===== src/rtl/nibbler_arb_pkg.sv =====
// Shared types and constants for the nibbler data-RAM arbiter.
// Holds the FSM state enum, requester IDs and default RAM widths.
package nibbler_arb_pkg;

  localparam int NIB_ADDR_W = 12;
  localparam int NIB_DATA_W = 4;

  localparam logic REQ_CPU  = 1'b0;
  localparam logic REQ_HOST = 1'b1;

  typedef enum logic [1:0] {
    IDLE  = 2'd0,
    SERVE = 2'd1,
    DONE  = 2'd2
  } arb_state_e;

endpackage


===== src/rtl/arb_rr2.sv =====
// Two-way round-robin picker; owns rr_last (reset to HOST).
// Ports: clk, reset, req[1:0] (bit0 CPU, bit1 HOST), update, grant.
module arb_rr2
  import nibbler_arb_pkg::*;
(
  input  logic       clk,
  input  logic       reset,
  input  logic [1:0] req,
  input  logic       update,
  output logic       grant
);

  logic rr_last;

  always_ff @(posedge clk or posedge reset) begin
    if (reset) begin
      rr_last <= REQ_HOST;
    end else if (update) begin
      rr_last <= grant;
    end
  end

  // On a tie the requester that did not go last wins.
  always_comb begin
    grant = REQ_CPU;
    unique case (req)
      2'b10:   grant = REQ_HOST;
      2'b11:   grant = ~rr_last;
      default: grant = REQ_CPU;
    endcase
  end

endmodule


===== src/rtl/nibbler_ram_arbiter.sv =====
// Arbitrates the single-port 4Kx4 data RAM between CPU and host loader.
// Ports: cpu_* / host_* request sides, ram_* array side, cpu_stall.
// Optional NIBBLER_ARB_STATS_EN adds stats_clr, cpu_wait_cnt, host_acc_cnt.
module nibbler_ram_arbiter
  import nibbler_arb_pkg::*;
#(
  parameter int ADDR_W  = NIB_ADDR_W,
  parameter int DATA_W  = NIB_DATA_W,
  parameter int ACC_CYC = 1
) (
  input  logic              clk,
  input  logic              reset,
  input  logic              cpu_req,
  input  logic              cpu_we,
  input  logic [ADDR_W-1:0] cpu_addr,
  input  logic [DATA_W-1:0] cpu_wdata,
  output logic              cpu_ack,
  output logic [DATA_W-1:0] cpu_rdata,
  output logic              cpu_stall,
  input  logic              host_req,
  input  logic              host_we,
  input  logic [ADDR_W-1:0] host_addr,
  input  logic [DATA_W-1:0] host_wdata,
  output logic              host_ack,
  output logic [DATA_W-1:0] host_rdata,
`ifdef NIBBLER_ARB_STATS_EN
  input  logic              stats_clr,
  output logic [15:0]       cpu_wait_cnt,
  output logic [15:0]       host_acc_cnt,
`endif
  output logic              ram_cs,
  output logic              ram_we,
  output logic [ADDR_W-1:0] ram_addr,
  output logic [DATA_W-1:0] ram_wdata,
  input  logic [DATA_W-1:0] ram_rdata
);

  arb_state_e        state;
  arb_state_e        state_nxt;
  logic [3:0]        cnt;
  logic              own_q;
  logic              we_q;
  logic [ADDR_W-1:0] addr_q;
  logic [DATA_W-1:0] wdata_q;
  logic              grant;
  logic              take;
  logic              last_cyc;

  assign take     = (state == IDLE) & (cpu_req | host_req);
  assign last_cyc = (cnt == 4'(ACC_CYC - 1));

  arb_rr2 u_rr (
    .clk    (clk),
    .reset  (reset),
    .req    ({host_req, cpu_req}),
    .update (take),
    .grant  (grant)
  );

  always_ff @(posedge clk or posedge reset) begin
    if (reset) begin
      state <= IDLE;
    end else begin
      state <= state_nxt;
    end
  end

  always_comb begin
    state_nxt = state;
    unique case (state)
      IDLE:    if (take) state_nxt = SERVE;
      SERVE:   if (last_cyc) state_nxt = DONE;
      DONE:    state_nxt = IDLE;
      default: state_nxt = IDLE;
    endcase
  end

  always_comb begin
    ram_cs    = (state == SERVE);
    ram_we    = (state == SERVE) & we_q;
    ram_addr  = addr_q;
    ram_wdata = wdata_q;
    cpu_ack   = (state == DONE) & (own_q == REQ_CPU);
    host_ack  = (state == DONE) & (own_q == REQ_HOST);
    cpu_stall = cpu_req & ~cpu_ack;
  end

  // Holding registers: frozen for the whole access so the
  // non-owner's bus changes cannot reach the RAM.
  always_ff @(posedge clk or posedge reset) begin
    if (reset) begin
      own_q   <= REQ_CPU;
      we_q    <= 1'b0;
      addr_q  <= '0;
      wdata_q <= '0;
    end else if (take) begin
      own_q <= grant;
      if (grant == REQ_HOST) begin
        we_q    <= host_we;
        addr_q  <= host_addr;
        wdata_q <= host_wdata;
      end else begin
        we_q    <= cpu_we;
        addr_q  <= cpu_addr;
        wdata_q <= cpu_wdata;
      end
    end
  end

  always_ff @(posedge clk or posedge reset) begin
    if (reset) begin
      cnt <= '0;
    end else if (take) begin
      cnt <= '0;
    end else if (state == SERVE && !last_cyc) begin
      cnt <= cnt + 4'd1;
    end
  end

  always_ff @(posedge clk or posedge reset) begin
    if (reset) begin
      cpu_rdata  <= '0;
      host_rdata <= '0;
    end else if (state == SERVE && last_cyc && !we_q) begin
      if (own_q == REQ_CPU) begin
        cpu_rdata <= ram_rdata;
      end else begin
        host_rdata <= ram_rdata;
      end
    end
  end

`ifdef NIBBLER_ARB_STATS_EN
  logic cpu_wait;

  // CPU waits while idle-arbitrating or while the host owns the RAM.
  assign cpu_wait = cpu_req & ~cpu_ack &
                    ((state == IDLE) | (own_q == REQ_HOST));

  always_ff @(posedge clk or posedge reset) begin
    if (reset) begin
      cpu_wait_cnt <= '0;
      host_acc_cnt <= '0;
    end else if (stats_clr) begin
      cpu_wait_cnt <= '0;
      host_acc_cnt <= '0;
    end else begin
      if (cpu_wait && cpu_wait_cnt != 16'hFFFF) begin
        cpu_wait_cnt <= cpu_wait_cnt + 16'd1;
      end
      if (host_ack && host_acc_cnt != 16'hFFFF) begin
        host_acc_cnt <= host_acc_cnt + 16'd1;
      end
    end
  end
`endif

endmodule


===== config.mk =====
export PLATFORM = sky130hd
export DESIGN_NAME = nibbler_ram_arbiter
export DESIGN_NICKNAME = d
export VERILOG_FILES = /design/src/rtl/nibbler_arb_pkg.sv /design/src/rtl/arb_rr2.sv /design/src/rtl/nibbler_ram_arbiter.sv
export SDC_FILE = /design/constraint.sdc
export NUM_CORES = 1
export LEC_CHECK = 0
export ABC_AREA = 0
export CORE_ASPECT_RATIO = 0.5
export CORE_MARGIN = 2
export CORE_UTILIZATION = 35
export DETAILED_ROUTE_END_ITERATION = 6
export GPL_TIMING_DRIVEN = 0
export PLACE_DENSITY = 0.72
export REMOVE_ABC_BUFFERS = 1
export SYNTH_ARGS = -nofsm -noshare
export SYNTH_HDL_FRONTEND = slang
export SYNTH_SLANG_ARGS = --single-unit

===== constraint.sdc =====
create_clock -name clk -period 4.1 [get_ports clk]
set_input_delay 1.025 -clock clk [delete_from_list [all_inputs] [get_ports clk]]
set_output_delay 1.025 -clock clk [all_outputs]
set_load 0.03 [all_outputs]

==> results of run 1 <==
==> cell type report <==
class	instances	area share
Sequential cell	33	0.3317
Multi-Input combinational cell	78	0.3011
Timing Repair Buffer	72	0.2950
Clock buffer	7	0.03462
Tap cell	57	0.02860
Inverter	6	0.009032
==> placed cells by master (no fill, tap or decap) <==
master	count
clkbuf_8	6
mux2_2	34
clkinv_1	1
or4_4	2
clkbuf_1	1
mux2_4	8
nand2b_1	1
o31ai_1	1
o22ai_1	1
dfstp_2	1
o21ai_0	5
nand3_1	5
buf_8	1
or3_2	1
or3b_4	1
nor3_1	1
a21oi_1	3
or2_2	1
clkdlybuf4s50_1	70
and2b_2	1
nor3b_1	3
nor2_1	2
buf_12	1
mux2i_1	1
nor2_2	1
ha_1	2
inv_1	5
a21bo_2	1
dfrtp_1	32
and2_1	1
or4_1	1
nor2b_1	1
==> how the worst max path moves through the flow <==
stage                     startpoint     endpoint  slack (ns)  cells past startpoint
after CTS                    cpu_req    cpu_stall        0.71                      3
final                        cpu_req    cpu_stall        0.72                      3
after floorplan             state[0]    cpu_stall        1.53                      2
after global placement       cpu_req  ram_addr[3]        0.61                      4
after global routing         cpu_req    cpu_stall        0.64                      3
after detailed placement     cpu_req    cpu_stall        0.72                      3
==> per-stage QoR <==
step / hold WS (ns) / setup slack (ns) / area, um2
after floorplan: 0.4729 / 1.525 / 1598
after global placement: 0.4877 / 0.6062 / 2370
after detailed placement: 0.4944 / 0.7154 / 2387
after CTS: 0.5091 / 0.7123 / 2474
after global routing: 0.5229 / 0.6389 / 2494
final: 0.5052 / 0.7240 / 2494
==> cell usage after synthesis <==
cell type	number	share of area
mux2_2	34	0.23
dfrtp_1	32	0.49
mux2_4	8	0.073
inv_1	6	0.014
nand3_1	5	0.015
o21ai_0	5	0.015
buf_2	4	0.012
a21oi_1	3	0.0091
nor2_1	3	0.0068
nor3b_1	3	0.014
buf_6	2	0.014
ha_1	2	0.015
or4_4	2	0.014
a21bo_2	1	0.0061
and2_1	1	0.0038
and2b_2	1	0.0053
clkbuf_1	1	0.0023
dfstp_2	1	0.016
mux2i_1	1	0.0061
nand2b_1	1	0.0038
nor2b_1	1	0.0038
nor3_1	1	0.0030
o22ai_1	1	0.0038
o31ai_1	1	0.0046
or2_2	1	0.0038
or3_2	1	0.0046
or3b_4	1	0.0068
or4_1	1	0.0046
==> kinds of logic after synthesis <==
kind of cell,Yosys count,synth area share
AOI/OAI and AO/OA,11,0.03881
adders and majority gates,2,0.01522
buffers and inverters,13,0.04185
DFF,33,0.5030
muxes,43,0.3120
and+or+nand+nor,22,0.08905
==> state kept, by name, summed over array words and instances, names as in the netlist <==
name and count:
ram_addr 12, cnt 4, cpu_rdata 4, host_rdata 4, ram_wdata 4, state 2, own_q 1, u_rr.rr_last 1
we_q 1
==> layer usage <==
layer / GRT usage / vias up / routed length [um]
met5: 0 / - / 0
met4: 0.05405 / 0 / 65
met3: 0.03600 / 7 / 77
met2: 0.2644 / 12 / 2039
met1: 0.1828 / 615 / 1544
li1: - / 580 / -
==> worst reg2reg max path, stage by stage (launching register included) <==
cell     delay, ns
dfrtp_1       0.41
inv_1         0.09
ha_1          0.19
or3b_4        0.42
or4_4         0.55
mux2_4        0.32
==> power by group <==
| part | internal (uW) | leakage (uW) | switching (uW) | total, uW |
|---|---|---|---|---|
| combinational | 501 | 0.000596 | 503 | 1000 |
| sequential | 477 | 0.000396 | 82.6 | 560 |
| clock | 133 | 0.0000443 | 111 | 244 |
| total | 1110 | 0.00104 | 696 | 1810 |
==> impl_metrics.toml, run 1 <==
[outcome]
status = "completed"

[placement]
dp_hpwl_um = 2888
dp_cells = 245
port_buffers = 70
gp_congestion = 0.7465

[critical_path]
endpoint_kind = "output pin"
path_class = "in -> out"
rr_worst_depth = 5
slowest_delay_ns = 0.67
path_buf_inv = 2
crit_family = "buffers and inverters"
r2r-end = "cpu_rdata[1]"
cp-start-kind = "input port"
reg2reg_slack_ns = 1.99
required_ns = 3.07
rr_startpoint = "cnt[0]"
critPathMaxFanout = 4
arrival_ns = 2.35
crit_path_frequent_cell = "clkdlybuf4s50_1"
cp_slowest_cell = "clkdlybuf4s50_1"
path_cells = "clkdlybuf4s50_1 -> nor2b_1 -> clkdlybuf4s50_1"

[synth]
syn_area_um2 = 1644
synth_cell_types = 28
ys_warn_count = 0
synth_cells = 124
ys_ff_latch = 33
synth_seq_area_share = 0.5030
avgSynthCellArea_um2 = 13.26

[timing]
setup_violations = 0
hold_violations = 0
post-route-min-period_ns = 3.376
post-route-period-util = 0.8234
finalSetupTns_ns = 0
skew_ns = 0.002889
slew_violations = 0
slew_headroom = 0.7058
fmax_mhz = 296.2
tightest_slew_ns = 0.4412
rsz0062_at_grt = "no"

[min_path]
worst_hold_path.num_cells = 2
hold_end = "u_rr.rr_last"
worst_hold_path_type = "reg -> reg"
hold_start = "u_rr.rr_last"

[finish]
multi_input_area_um2 = 750.7
fillerInstances = 381
final_util = 0.5583
diodes = 0
layout-drive-gt1-share = 0.3010
instances_no_fill = 253
nets = 240
syn_to_final_growth_pct = 51.67
regArea_um2 = 827.0

[clock_tree]
cts_max_path_buffers = 2
clock_sinks = 33
clk_latency_ns = 0.28
cts.clk_slew.worst_paths_ns = 0.06
cts_hold_buf = 0
numCtsBuffers = 5
clock-root-buffer = "clkbuf_8"
post_cts_buffers = 0
cts_tree = "built"
ctsResizeCount = 0
htree_levels = 2

[drt]
wirelength_um = 3726
wl_per_cell_um = 14.73
viasPerCell = 4.798
drc = 0
ant_nets = 0
vias = 1214
drt_iter0_markers = 28
drtPass1Iterations = 4

[global_route]
antenna_found_initial = 0
grt_use_total = 0.1502
grt_pass1_vias = 1218
grt_first_pass_wirelength_um = 5968
overflow = 0
grt_max_degree = 34

[floorplanning]
io_pins = 71
fp-row-count = 17
core_um2 = 4467
dieArea_um2 = 5295
start_util = 0.3681
die_w_um = 100.9
die_h_um = 52.47

[flow_run]
cap_violations = 0

[power]
leakagePower_uw = 0.001036
p_total_uw = 1807
peakVddDrop_mv = 0.2276
p_per_area_nw_per_um2 = 724.8
Note: power is estimated with default switching activity, not from simulation.
==> run 2: changes to the inputs <==
- clock period: 4.1 -> 3.5 ns (I/O delays scaled with it)
==> results of run 2 <==
Same layout as run 1 (identical final DEF). Status: completed.
Main changes from that run: setup slack after placement 0.7154 ns -> 0.4154 ns; setup slack after layout 0.7240 ns -> 0.4240 ns; register-to-register setup slack 1.99 ns -> 1.39 ns; total power 1807 uW -> 2117 uW; worst IR drop on VDD 0.2276 mV -> 0.2666 mV
==> run 3: changes to the inputs <==
- ABC_AREA: 0 -> 1
- PLACE_DENSITY: 0.72 -> 0.71
- SLEW_MARGIN: not set -> 20
==> run 3 against run 2 <==
  * Clock skew increased by 0.0027 ns
  * Register-to-register slack improved by 0.65 ns
  * Sequential share of layout area decreased by 0.68 points
  * First-iteration DRC count increased by 140%
  * Largest cell class unchanged
==> impl_metrics.toml, run 3 <==
[min_path]
worst_hold_path_type = "reg -> reg"
worst_hold_path.num_cells = 2
hold_end = "host_rdata[0]"
hold_start = "host_rdata[0]"

[timing]
holdWs_ns = 0.4722
fmax_mhz = 309.3
post-route-min-period_ns = 3.233
rsz0062_at_grt = "no"
hold_violations = 0
tightest_slew_ns = 0.8877
setup_violations = 0
finalSetupTns_ns = 0
skew_ns = 0.005551
slew_violations = 0
slew_headroom = 0.4063
post-route-period-util = 0.9237

[critical_path]
critPathMaxFanout = 4
r2r-end = "ram_addr[9]"
rr_startpoint = "state[0]"
path_class = "in -> out"
cp-start-kind = "input port"
reg2reg_slack_ns = 2.04
rr_worst_depth = 5
required_ns = 2.62
endpoint_kind = "output pin"
arrival_ns = 2.36

[floorplanning]
io_pins = 71
die_w_um = 103.8
fp-row-count = 18
die_h_um = 53.88
core_um2 = 4865
dieArea_um2 = 5591
start_util = 0.3580

[power]
leakagePower_uw = 0.001101
pwr-share-seq = 0.304
power.internal_uw = 1202
switching_share = 0.4416
peakVddDrop_mv = 0.2627
power_frac_comb = 0.564
p_clk_frac = 0.132
p_per_area_nw_per_um2 = 845.4
switchingPower_uw = 950.6

[global_route]
overflow = 0
grt_use_total = 0.1523
grt_first_pass_wirelength_um = 6762
antenna_found_initial = 0
grt_pass1_vias = 1464
grt_max_degree = 37

[synth]
synth_edf_count = 0
synth_common_cells = "nand2_1, dfrtp_1, nand3_1"
synth_top_area_share = 0.4598
synth_cell_types = 27
syn_area_um2 = 1742
synth_seq_area_share = 0.4749
yosysTopAreaCell = "dfrtp_1"
synth_flop_cell = "dfrtp_1"
synth_cells = 188
ys_async_sr_fraction = 1.000
synth_most_common_cell = "nand2_1"
yosys-top-cells-area = "dfrtp_1, nand2_1, nand3_1"
ys_ff_latch = 33
avgSynthCellArea_um2 = 9.264
ys_warn_count = 0

[clock_tree]
clk_latency_ns = 0.27
post_cts_buffers = 0
ctsResizeCount = 0
htree_levels = 2
cts_tree = "built"
numCtsBuffers = 5
cts.clk_slew.worst_paths_ns = 0.06
cts_hold_buf = 0
clock_sinks = 33
cts_max_path_buffers = 2
clock-root-buffer = "clkbuf_8"

[placement]
dp_cells = 319
gp_congestion = 0.7604
port_buffers = 70
dp_hpwl_um = 3016

[drt]
viasPerCell = 4.733
vias = 1543
wl_per_cell_um = 12.83
ant_nets = 0
drtPass1Iterations = 4
drc = 0
drt_iter0_markers = 68
wirelength_um = 4181

[finish]
final_common_cell = "clkdlybuf4s50_1"
regArea_um2 = 827.0
instances_no_fill = 326
largest_reg_flops = 12
final_cell_mix = "clkdlybuf4s50_1, nand2_1, dfrtp_1"
nets = 300
multi_input_area_um2 = 799.5
layout-drive-gt1-share = 0.1406
diodes = 0
fillerInstances = 445
syn_to_final_growth_pct = 46.19

[flow_run]
cap_violations = 0

[outcome]
status = "completed"
-- run 3: changes by cell type after synthesis, sizes merged, moves of 7 or more --
cell | before | now
nand2 | 0 | 48
mux2 | 42 | 0
nand3 | 5 | 37
o21a | 0 | 16
nand4 | 0 | 12
nor2 | 3 | 10
-- run 3: power by group through the flow --
stage / Combinational (uW) / Clock [uW] / Sequential (uW)
finish: 1210 / 284 / 655
global route: 1310 / 315 / 677
CTS: 1230 / 294 / 655
detailed placement: 1220 / 0 / 661
global placement: 1210 / 0 / 655
floorplan: 474 / 0 / 929
-- run 3: kinds of logic (layout without fill, tap and decap cells) --
| kind of cell | after synthesis | count (layout) | synth area share |
|---|---|---|---|
| adders and majority gates | 2 | 2 | 0.01437 |
| xor gates and xnor gates | 1 | 1 | 0.005030 |
| DFF | 33 | 33 | 0.4749 |
| AOI/OAI and AO/OA | 24 | 24 | 0.09842 |
| buffers and inverters | 21 | 89 | 0.06609 |
| and+or+nand+nor | 107 | 107 | 0.3412 |
-- run 3: worst max-delay path, stage by stage --
cell	delay [ns]
clkdlybuf4s50_1	0.60
o21ai_0	0.15
inv_1	0.07
clkdlybuf4s50_1	0.66
-- run 3: how the worst max path moves through the flow --
stage            start   endpoint  slack [ns]  cells after the start
2_1_floorplan  cpu_req  cpu_stall        1.49                      2
3_3_place_gp   cpu_req  cpu_stall        0.28                      4
3_5_place_dp   cpu_req  cpu_stall        0.26                      4
4_1_cts        cpu_req  cpu_stall        0.26                      4
5_1_grt        cpu_req  cpu_stall        0.22                      4
6_report       cpu_req  cpu_stall        0.27                      4
-- run 3: metal layers --
layer | up-vias | global-route usage | share of wire
met3 | 4 | 0.03632 | 0.034
met5 | - | 0 | 0
met1 | 733 | 0.1958 | 0.46
met4 | 0 | 0.03829 | 0.0079
met2 | 33 | 0.2682 | 0.50
li1 | 773 | - | -
-- run 3: metrics by stage --
step                  util  area, um2  setup slack [ns]  power, uW
CTS                 0.5234       2546            0.2575       2176
floorplan                -       1672             1.489       1403
detailed placement  0.5057       2460            0.2570       1885
finish              0.5234       2546            0.2670       2153
global placement    0.5057       2460            0.2754       1861
global route        0.5234       2546            0.2189       2297
-- run 3: layout make-up --
class / count / share of cell area
clock buffer: 7 / 0.03391
inverter: 12 / 0.01769
multi-input combinational: 134 / 0.3140
sequential: 33 / 0.3248
tap: 70 / 0.03440
timing repair buffer: 70 / 0.2752
